===== src/rtl/exec_seq_if.sv =====
// exec_seq_if: instruction handshake, memory port, ALU port and status of the sequencer
interface exec_seq_if #(
    parameter int INST_LEN  = 17,
    parameter int WORD_SIZE = 32,
    parameter int ADDR_LEN  = 5,
    parameter int CNT_LEN   = 16
);
    logic                 inst_valid;
    logic [INST_LEN-1:0]  inst;
    logic                 inst_ready;
    logic [ADDR_LEN-1:0]  mem_addr;
    logic                 mem_read;
    logic                 mem_write;
    logic [WORD_SIZE-1:0] mem_wdata;
    logic [WORD_SIZE-1:0] mem_rdata;
    logic [1:0]           alu_sig;
    logic [WORD_SIZE-1:0] alu_a;
    logic [WORD_SIZE-1:0] alu_b;
    logic [WORD_SIZE-1:0] alu_res;
    logic                 done;
    logic                 busy;
    logic [CNT_LEN-1:0]   retired_cnt;

    modport master (
        input  inst_valid, inst, mem_rdata, alu_res,
        output inst_ready, mem_addr, mem_read, mem_write, mem_wdata,
               alu_sig, alu_a, alu_b, done, busy, retired_cnt
    );

    modport slave (
        output inst_valid, inst, mem_rdata, alu_res,
        input  inst_ready, mem_addr, mem_read, mem_write, mem_wdata,
               alu_sig, alu_a, alu_b, done, busy, retired_cnt
    );
endinterface


===== src/rtl/exec_seq_ctrl.sv =====
// exec_seq_ctrl: Moore sequencer issuing one instruction over a shared 1-cycle-latency memory port.
// Operand b only arrives from memory one cycle after RD2, so execute is split into EX1 (capture
// op_b) and EX2 (capture the ALU result of op_a and the new op_b). Latency is therefore
// RD1, RD2, EX1, EX2, WB: the write and counter increment happen 5 edges after accept, and
// under continuous inst_valid one instruction is accepted every 6 cycles.
module exec_seq_ctrl #(
    parameter int INST_LEN  = 17,
    parameter int WORD_SIZE = 32,
    parameter int ADDR_LEN  = 5,
    parameter int CNT_LEN   = 16
) (
    input logic        clk,
    input logic        rstn,
    exec_seq_if.master bus
);
    localparam logic [2:0] IDLE = 3'd0;
    localparam logic [2:0] RD1  = 3'd1;
    localparam logic [2:0] RD2  = 3'd2;
    localparam logic [2:0] EX1  = 3'd3;
    localparam logic [2:0] EX2  = 3'd4;
    localparam logic [2:0] WB   = 3'd5;

    logic [2:0]           state_q, state_d;
    logic [INST_LEN-1:0]  inst_q, inst_d;
    logic [WORD_SIZE-1:0] op_a_q, op_a_d;
    logic [WORD_SIZE-1:0] op_b_q, op_b_d;
    logic [WORD_SIZE-1:0] res_q, res_d;
    logic [CNT_LEN-1:0]   cnt_q, cnt_d;

    // Next state: fixed walk through the stages, waiting in IDLE for an offered instruction
    always_comb begin
        state_d = state_q == IDLE ? (bus.inst_valid ? RD1 : IDLE) :
                  state_q == RD1  ? RD2 :
                  state_q == RD2  ? EX1 :
                  state_q == EX1  ? EX2 :
                  state_q == EX2  ? WB  : IDLE;
        inst_d  = (state_q == IDLE && bus.inst_valid) ? bus.inst : inst_q;
        op_a_d  = state_q == RD2 ? bus.mem_rdata : op_a_q;
        op_b_d  = state_q == EX1 ? bus.mem_rdata : op_b_q;
        res_d   = state_q == EX2 ? bus.alu_res : res_q;
        cnt_d   = state_q == WB ? cnt_q + CNT_LEN'(1) : cnt_q;
    end

    // State registers, all cleared asynchronously so a mid-flight reset abandons the write
    always_ff @(posedge clk or negedge rstn) begin
        if (!rstn) begin
            state_q <= IDLE;
            inst_q  <= '0;
            op_a_q  <= '0;
            op_b_q  <= '0;
            res_q   <= '0;
            cnt_q   <= '0;
        end else begin
            state_q <= state_d;
            inst_q  <= inst_d;
            op_a_q  <= op_a_d;
            op_b_q  <= op_b_d;
            res_q   <= res_d;
            cnt_q   <= cnt_d;
        end
    end

    // Outputs decode registered state only; inst_ready is additionally held low during reset
    always_comb begin
        bus.inst_ready  = rstn && state_q == IDLE;
        bus.busy        = state_q != IDLE;
        bus.mem_addr    = state_q == RD1 ? inst_q[14:10] :
                          state_q == RD2 ? inst_q[9:5]   :
                          state_q == WB  ? inst_q[4:0]   : '0;
        bus.mem_read    = state_q == RD1 || state_q == RD2;
        bus.mem_write   = state_q == WB;
        bus.mem_wdata   = res_q;
        bus.done        = state_q == WB;
        bus.alu_sig     = inst_q[16:15];
        bus.alu_a       = op_a_q;
        bus.alu_b       = op_b_q;
        bus.retired_cnt = cnt_q;
    end
endmodule


===== src/flat_wrapper.sv =====
// flat-port wrapper written by rule: the top's interface ports become plain ports
module exec_seq_ctrl_flat 
#(
    parameter int INST_LEN  = 17,
    parameter int WORD_SIZE = 32,
    parameter int ADDR_LEN  = 5,
    parameter int CNT_LEN   = 16
)
  (clk, rstn, bus_inst_valid, bus_inst, bus_mem_rdata, bus_alu_res, bus_inst_ready, bus_mem_addr, bus_mem_read, bus_mem_write, bus_mem_wdata, bus_alu_sig, bus_alu_a, bus_alu_b, bus_done, bus_busy, bus_retired_cnt);
  exec_seq_if #(.INST_LEN(INST_LEN), .WORD_SIZE(WORD_SIZE), .ADDR_LEN(ADDR_LEN), .CNT_LEN(CNT_LEN)) bus_i ();
  input logic clk;
  input logic rstn;
  input wire logic [$bits(bus_i.inst_valid)-1:0] bus_inst_valid;
  input wire logic [$bits(bus_i.inst)-1:0] bus_inst;
  input wire logic [$bits(bus_i.mem_rdata)-1:0] bus_mem_rdata;
  input wire logic [$bits(bus_i.alu_res)-1:0] bus_alu_res;
  output wire logic [$bits(bus_i.inst_ready)-1:0] bus_inst_ready;
  output wire logic [$bits(bus_i.mem_addr)-1:0] bus_mem_addr;
  output wire logic [$bits(bus_i.mem_read)-1:0] bus_mem_read;
  output wire logic [$bits(bus_i.mem_write)-1:0] bus_mem_write;
  output wire logic [$bits(bus_i.mem_wdata)-1:0] bus_mem_wdata;
  output wire logic [$bits(bus_i.alu_sig)-1:0] bus_alu_sig;
  output wire logic [$bits(bus_i.alu_a)-1:0] bus_alu_a;
  output wire logic [$bits(bus_i.alu_b)-1:0] bus_alu_b;
  output wire logic [$bits(bus_i.done)-1:0] bus_done;
  output wire logic [$bits(bus_i.busy)-1:0] bus_busy;
  output wire logic [$bits(bus_i.retired_cnt)-1:0] bus_retired_cnt;
  assign bus_i.inst_valid = bus_inst_valid;
  assign bus_i.inst = bus_inst;
  assign bus_i.mem_rdata = bus_mem_rdata;
  assign bus_i.alu_res = bus_alu_res;
  assign bus_inst_ready = bus_i.inst_ready;
  assign bus_mem_addr = bus_i.mem_addr;
  assign bus_mem_read = bus_i.mem_read;
  assign bus_mem_write = bus_i.mem_write;
  assign bus_mem_wdata = bus_i.mem_wdata;
  assign bus_alu_sig = bus_i.alu_sig;
  assign bus_alu_a = bus_i.alu_a;
  assign bus_alu_b = bus_i.alu_b;
  assign bus_done = bus_i.done;
  assign bus_busy = bus_i.busy;
  assign bus_retired_cnt = bus_i.retired_cnt;
  exec_seq_ctrl #(.INST_LEN(INST_LEN), .WORD_SIZE(WORD_SIZE), .ADDR_LEN(ADDR_LEN), .CNT_LEN(CNT_LEN)) u_core (.clk(clk), .rstn(rstn), .bus(bus_i));
endmodule

===== config.mk =====
export PLATFORM = sky130hd
export DESIGN_NAME = exec_seq_ctrl_flat
export DESIGN_NICKNAME = d
export VERILOG_FILES = /design/src/rtl/exec_seq_if.sv /design/src/rtl/exec_seq_ctrl.sv /design/src/flat_wrapper.sv
export SDC_FILE = /design/constraint.sdc
export NUM_CORES = 1
export LEC_CHECK = 0
export CAP_MARGIN = 15
export CORE_ASPECT_RATIO = 1.75
export CORE_MARGIN = 2
export CORE_UTILIZATION = 47
export DETAILED_ROUTE_END_ITERATION = 8
export PLACE_DENSITY = 0.95
export SYNTH_ARGS = -nofsm -noshare
export SYNTH_HDL_FRONTEND = slang
export SYNTH_SLANG_ARGS = --single-unit

===== constraint.sdc =====
create_clock -name clk -period 2.25 [get_ports clk]
set_input_delay 0.45 -clock clk [delete_from_list [all_inputs] [get_ports clk]]
set_output_delay 0.45 -clock clk [all_outputs]
set_load 0.1 [all_outputs]

# Yosys cells after proc, flatten, opt, wreduce, memory -nomap -nowiden

Cells that the tools add are included.
W data, S select, Z words.

Flip-flop bits (word level): 132
Output and inout port bits: 124
Logic and storage cells: 26

Add/sub/neg operators: 1
Equal/unequal tests: 5
Mux-type cells: 9
Reductions and logical operators: 5

Operators with widths:

| operator                | number |
|---|---|
| $add A16 B1 Y16 const B | 1 |
| $mux W3                 | 5 |
| $mux W5                 | 3 |
| $eq A3 B2 Y1 const B    | 2 |
| $eq A3 B3 Y1 const B    | 2 |
| $eq A3 B1 Y1 const B    | 1 |
| $logic_not A3 Y1        | 1 |
| $reduce_bool A3 Y1      | 1 |
| $logic_and A1 B1 Y1     | 2 |
| $logic_or A1 B1 Y1      | 1 |
| $mux W1                 | 1 |

# Depth between registers and ports, before layout

Gate-level depths: netlist (run 1).

Word-level depth: 6
Depth in mapped cells: 7
Depth with buffers taken out: 5

# Worst setup path before layout (run 1)

Ideal clock, no wire load.

Kind: reg-to-output
Start: reg u_core.state_q[0]
End: out bus_mem_addr[0]
Arrival: 3018 ps
Required time: 1800 ps
Slack: -1218 ps
Cell stages (with the launch flop): 6
Cell sequence: dfrtp_1 -> buf_6 -> nor2b_1 -> clkbuf_1 -> a22oi_1 -> o21ai_0

Longest elaborated chain between the ends: 4

RTL lines:

| element                | RTL line            | source |
|---|---|---|
| from (decl)            | exec_seq_ctrl.sv:23 | `logic [2:0] state_q, state_d;` |
| from (signal assigned) | exec_seq_ctrl.sv:54 | `state_q <= state_d;` |
| $eq A3 B3 Y1           | exec_seq_ctrl.sv:69 | `state_q == WB ? inst_q[4:0] : '0;` |
| $mux W5                | exec_seq_ctrl.sv:69 |  |
| $mux W5                | exec_seq_ctrl.sv:68 | `state_q == RD2 ? inst_q[9:5] :` |
| $mux W5 *              | exec_seq_ctrl.sv:67 | `bus.mem_addr = state_q == RD1 ? inst_q[14:10] :` |
| to (decl)              | flat_wrapper.sv:18  | `output wire logic [$bits(bus_i.mem_addr)-1:0] bus_mem_addr;` |

Mark *: on every way between the ends. The rest lies on a longest branch, timed or not.

# Worst setup path in the final report (run 1)

Start: reg u_core.state_q[1]
End: out bus_mem_addr[3]

The elaborated chain is that of the path after synthesis.

==> results of run 1 <==
==> cells by family after synthesis <==
logic type               after synthesis  share of synthesized area [%]
flip-flops                           132                           63.4
AO/OA/AOI/OAI                         13                           1.68
multiplexers                         114                           24.7
XOR/XNOR                              15                           2.52
adder cells (fa/ha/maj)                1                          0.240
AND/OR/NAND/NOR                       39                           4.78
buffers and inverters                 20                           2.67
==> flip-flops by register name, summed over array words and instances (netlist names) <==
signal	flops
u_core.bus.alu_a	32
u_core.bus.retired_cnt	16
u_core.state_q	3
u_core.inst_q	17
u_core.bus.alu_b	32
u_core.bus.mem_wdata	32
==> metrics by stage <==
step	util, %	instances
finish	72.8	693
global route	72.8	693
CTS	72.7	692
detailed placement	67.2	661
global placement	67.2	661
floorplan	-	334
==> final timing paths <==
check | from | to | slack, ns
setup / recovery | u_core.state_q[1]$_DFF_PN0_ | bus_mem_addr[3] | 0.13
hold / removal | rstn | u_core.bus.alu_a[13]$_DFFE_PN0P_ | 0.18
setup reg to reg | u_core.state_q[2]$_DFF_PN0_ | u_core.inst_q[14]$_DFFE_PN0P_ | 0.37
hold reg to reg | u_core.bus.retired_cnt[15]$_DFFE_PN0N_ | u_core.bus.retired_cnt[15]$_DFFE_PN0N_ | 0.48
max in group asynchronous | rstn | u_core.state_q[2]$_DFF_PN0_ | 1.54
min in group clk | u_core.bus.retired_cnt[15]$_DFFE_PN0N_ | u_core.bus.retired_cnt[15]$_DFFE_PN0N_ | 0.48
==> layer usage <==
layer	GRT usage, %	up-vias	share of wire, %
met1	22.0	1799	32
met5	0	-	0
li1	-	1603	-
met3	5.90	42	4.5
met4	13.9	0	5.1
met2	42.3	132	58
==> synth_stat cells, types with 3 or more instances <==
library cell and instances:
and3_1 5, buf_2 6, buf_6 3, nand3_1 3, mux2_2 113, nand4_1 4, buf_4 9, nor3_2 3
xnor2_1 11, xor2_1 4, and2_1 4, nand2_1 12, dfrtp_1 132, a22oi_1 5, o21ai_0 6
==> area by class of cell <==
class | instances | area share, %
multi-input cells | 182 | 22.9
well taps | 130 | 2.08
repair buffers | 216 | 25.2
inverters | 1 | 0.0479
clock inverters | 12 | 1.69
clock buffers | 19 | 5.78
flip-flops and latches | 132 | 42.2
diodes | 1 | 0.0320
==> repair_timing <==
item	in CTS	in global routing
gates cloned	0	0
resized for setup	3	3
endpoints found under the hold margin	0	0
setup endpoints to repair	5	5
==> critical path, cell delays in order (launching register included) <==
cell and delay [ns]:
dfrtp_1 0.44, nor2b_1 0.18, buf_4 0.18, a22oi_1 0.08, o21ai_2 0.18, buf_12 0.20
==> run_results.csv, run 1 <==
group,metric,value,unit
floorplan,die_area,12000,sq um
drt,wl_per_cell,19.1,um
floorplan,chipWidth,83.6,um
clock_network,cts_setup_buffers,0,
drt,wirelength,13300,um
placed_design,gp_congestion,0.800,
clock_network,clkLatencyLatePin,0.40,ns
floorplan,io_pins,208,
layout,fillers,716,
floorplan,initial_core_util,48.4,%
global_routing,overflow,0,
synth,syn_area_per_cell,15.6,sq um
run,cap_viol_max_count,0,
layout,layout-drive-gt1-share,52.7,%
layout,finalNetCount,635,
clock_network,numCtsBuffers,17,
placed_design,postPlaceCellArea,7230,sq um
synth,ys_ff_latch,132,
floorplan,core-area,10800,sq um
worst_setup_path,path_class,"flip-flop to primary output",
timing,slew_viol_final,0,
worst_setup_path,r2r_cells,3,
clock_network,clockRootBuffer,"clkbuf_16",
timing,setup_viol,0,
synth,synth.cell_area,5210,sq um
drt,postRouteAntennaNets,0,
synth,async_flop_share,100,%
worst_setup_path,cp_max_fo,7,
synth,synth_edf_count,0,
synth,synth.area.top_cells,"dfrtp_1 63%, mux2_2 24%, xnor2_1 1.9%",
synth,yosys_warnings,0,
placed_design,dpl.hpwl,9800,um
clock_network,cts.path.max_buffers,2,
layout,area_growth,50.4,%
worst_setup_path,crit_required,1.80,ns
synth,syn_inst,334,
timing,finalCritPeriodShare,94.1,%
synth,synth_area_leader_cell,"dfrtp_1",
drt,viasPerCell,5.16,
layout,final_common_cell,"dfrtp_1",
synth,syn-num-nets,419,
worst_hold_path,hold_path.class,"input port to asynchronous set/reset pin",
timing,final_hold_viol_count,0,
placed_design,pre_cts_ws,0.199,ns
drt,via_count,3576,
layout,seqCellArea,3310,sq um
worst_setup_path,start_kind,"flip-flop",
worst_setup_path,crit_path_end_kind,"primary output",
clock_network,clock-sinks,132,
drt,dr.pass1.iters,6,
worst_setup_path,cp.arrival,1.67,ns
layout,layout_common_cells,"130 x dfrtp_1, 122 x buf_4, 113 x mux2_2, 82 x clkdlybuf4s50_1, 17 x clkbuf_16",
timing,period_needed,2.12,ns
global_routing,grt_max_degree,133,
synth,synth_cell_types,27,
layout,multi_input_area,1790,sq um
clock_network,h-tree-depth,4,
timing,finClkSkew,0.00544,ns
global_routing,grt_pass1_vias,4128,
status,status,"complete, no violations",
clock_network,tritoncts,"yes",
timing,grt_setup_unrepaired,"false",
layout,finalInstanceArea,7830,sq um
synth,ys_seq_area_share,63.4,%
global_routing,grt_usage,22.7,%
timing,tightestPinTransition,0.727,ns
timing,fin_ws,0.133,ns
clock_network,cts.clk_slew.worst_paths,0.06,ns
drt,drc,0,
clock_network,ctsHoldBuffers,0,
timing,fmax,0.472,GHz
global_routing,grt_pass1_wl,20900,um
synth,synth-main-ff-cell,"dfrtp_1",
timing,tns,0,ns
synth,netlist.area_leader.share,63.4,%
timing,slew_headroom,51.5,%
placed_design,portBuffers,207,
timing,hold_slack,0.183,ns
global_routing,antenna_found_initial,1,
floorplan,num_rows,50,
drt,first_iter_violations,93,
floorplan,die_h,143,um
Power of run 1 is left out: the tool's default activity adds up to more than one toggle a clock period on the data nets, which glitch-free logic cannot reach.
==> run 2, diff against run 1 <==
- SLEW_MARGIN: not set -> 5
==> results of run 2 <==
No change in the layout: final DEF, timing and power equal those of run 1.
Power of run 2 is left out for the same reason.
==> RTL edit, RTL diff (flow settings as in run 2) <==
`WORD_SIZE` is set to 32 in 3 places; all go to 16.
--- a/src/rtl/exec_seq_if.sv
+++ b/src/rtl/exec_seq_if.sv
@@ -1,7 +1,7 @@
 // exec_seq_if: instruction handshake, memory port, ALU port and status of the sequencer
 interface exec_seq_if #(
     parameter int INST_LEN  = 17,
-    parameter int WORD_SIZE = 32,
+    parameter int WORD_SIZE = 16,
     parameter int ADDR_LEN  = 5,
     parameter int CNT_LEN   = 16
 );
--- a/src/rtl/exec_seq_ctrl.sv
+++ b/src/rtl/exec_seq_ctrl.sv
@@ -5,7 +5,7 @@
 // under continuous inst_valid one instruction is accepted every 6 cycles.
 module exec_seq_ctrl #(
     parameter int INST_LEN  = 17,
-    parameter int WORD_SIZE = 32,
+    parameter int WORD_SIZE = 16,
     parameter int ADDR_LEN  = 5,
     parameter int CNT_LEN   = 16
 ) (
--- a/src/flat_wrapper.sv
+++ b/src/flat_wrapper.sv
@@ -2,7 +2,7 @@
 module exec_seq_ctrl_flat 
 #(
     parameter int INST_LEN  = 17,
-    parameter int WORD_SIZE = 32,
+    parameter int WORD_SIZE = 16,
     parameter int ADDR_LEN  = 5,
     parameter int CNT_LEN   = 16
 )
Ports: changed (5 resized); port bits go from 208 to 128. The function was not compared with the original's and may differ.
==> RTL edit against run 2 <==
- routed wire length fell by 40%
- sequential cell count shrank 48
- design area down 35%
- critical path type unchanged
- area after synthesis decreased by 34%
- setup slack got worse by 0.029 ns
- count of clock-buffer cells in the layout shrank 7
Power is left out: the tool's default activity adds up to more than one toggle a clock period on the data nets, which glitch-free logic cannot reach.
==> RTL edit: results (changes against run 2) <==
status finished, final reports clean; Fill cells 470 (-34%); number of global-route vias before repair 2,474 (-40%); largest net degree at the start of global routing 85 (-36%); count of input and output buffers 127 (-39%); Worst Path Arrival 1.70 ns (+0.03 ns); Non-Filler Instances 456 (-34%); mux contribution to synthesized area 21.59% (-3.1 points); final WL 7938 um (-40%); Synth area leaders dfrtp_1 61%, mux2_2 22%, xnor2_1 3.6%, buf_6 2.0%, nand4_1 1.3%; syn_nets 286 (-32%); syn avg cell area 14.77 um2 (-5.2%); H-Tree Depth 3 (-1); initial DRC count 121 (+30%); Placement Cell Area 4678 um2 (-35%); Final nets 418 (-34%); placed cells 435 (-34%); largest buffer count on any clock path 2 (unchanged); top cells by count, synth 84 x dfrtp_1, 66 x mux2_2, 14 x xnor2_1; distinct cell type count of the synthesized netlist 29 (+7.4%); Clk Latency, worst-skew pair 0.33 ns (-0.07 ns); Adder-Cell Fraction of Synth Area 0.3635% (+0.12 points); number of CTS-inserted buffers 9 (-8); layout cells sized above 1 49.46% (-3.2 points); initial antenna violation count 0 (-1); hpwl dp 5770 um (-41%); pre-CTS setup slack 0.1600 ns (-0.03905 ns); number of diodes 0 (-1); CTS resizes 5 (+2); clk_skew 0.004808 ns (-0.0006310 ns); fraction of the yosys area taken by sequential cells 61.07% (-2.4 points); XOR/XNOR share of the synthesized area 3.817% (+1.3 points); first-pass GRT wire length 12,220 um (-42%); GRT Overall Usage 21.07% (-1.6 points)
-- RTL edit: layer usage --
| layer | GRT usage (%) | routed length, um | part of all wire (%) |
|---|---|---|---|
| met4 | 9.542 | 164 | 2.1 |
| met5 | 0 | 0 | 0 |
| met1 | 21.88 | 2717 | 34 |
| met3 | 5.354 | 379 | 4.8 |
| met2 | 38.40 | 4675 | 59 |
-- RTL edit: cells by family (layout without fill, tap and decap cells) --
family,count (synthesis),count (layout)
DFF,84,84
muxes,66,66
and+or+nand+nor,38,38
buffers and inverters,17,154
xor gates and xnor gates,15,15
AOI/OAI and AO/OA,12,12
adders and majority gates,1,1
-- RTL edit: worst paths after layout --
kind	from	endpoint	slack, ns	cells after the start
worst max register to register	u_core.state_q[2]	u_core.inst_q[12]	0.29	3
worst min register to register	u_core.bus.retired_cnt[15]	u_core.bus.retired_cnt[15]	0.48	1
worst max-delay path	u_core.state_q[1]	bus_mem_addr[3]	0.10	4
max in group asynchronous	rstn	u_core.state_q[0]	1.50	3
worst min-delay path	rstn	u_core.bus.retired_cnt[5]	0.15	2
min in group clk	u_core.bus.retired_cnt[15]	u_core.bus.retired_cnt[15]	0.48	1
-- RTL edit: critical path: stages, from the launching register on --
cell,delay (ns)
dfrtp_1,0.52
nor2b_4,0.29
a22oi_1,0.12
o21ai_2,0.22
buf_12,0.21
-- RTL edit: layout make-up --
| cell class | count | area [um2] | area share, % |
|---|---|---|---|
| inverters | 2 | 7.507 | 0.1484 |
| multi-input cells | 132 | 1245 | 24.61 |
| clock buffers | 12 | 256.5 | 5.070 |
| repair buffers | 136 | 1291 | 25.53 |
| well taps | 86 | 107.6 | 2.127 |
| flip-flops and latches | 84 | 2103 | 41.58 |
| clock inverters | 4 | 47.55 | 0.9399 |
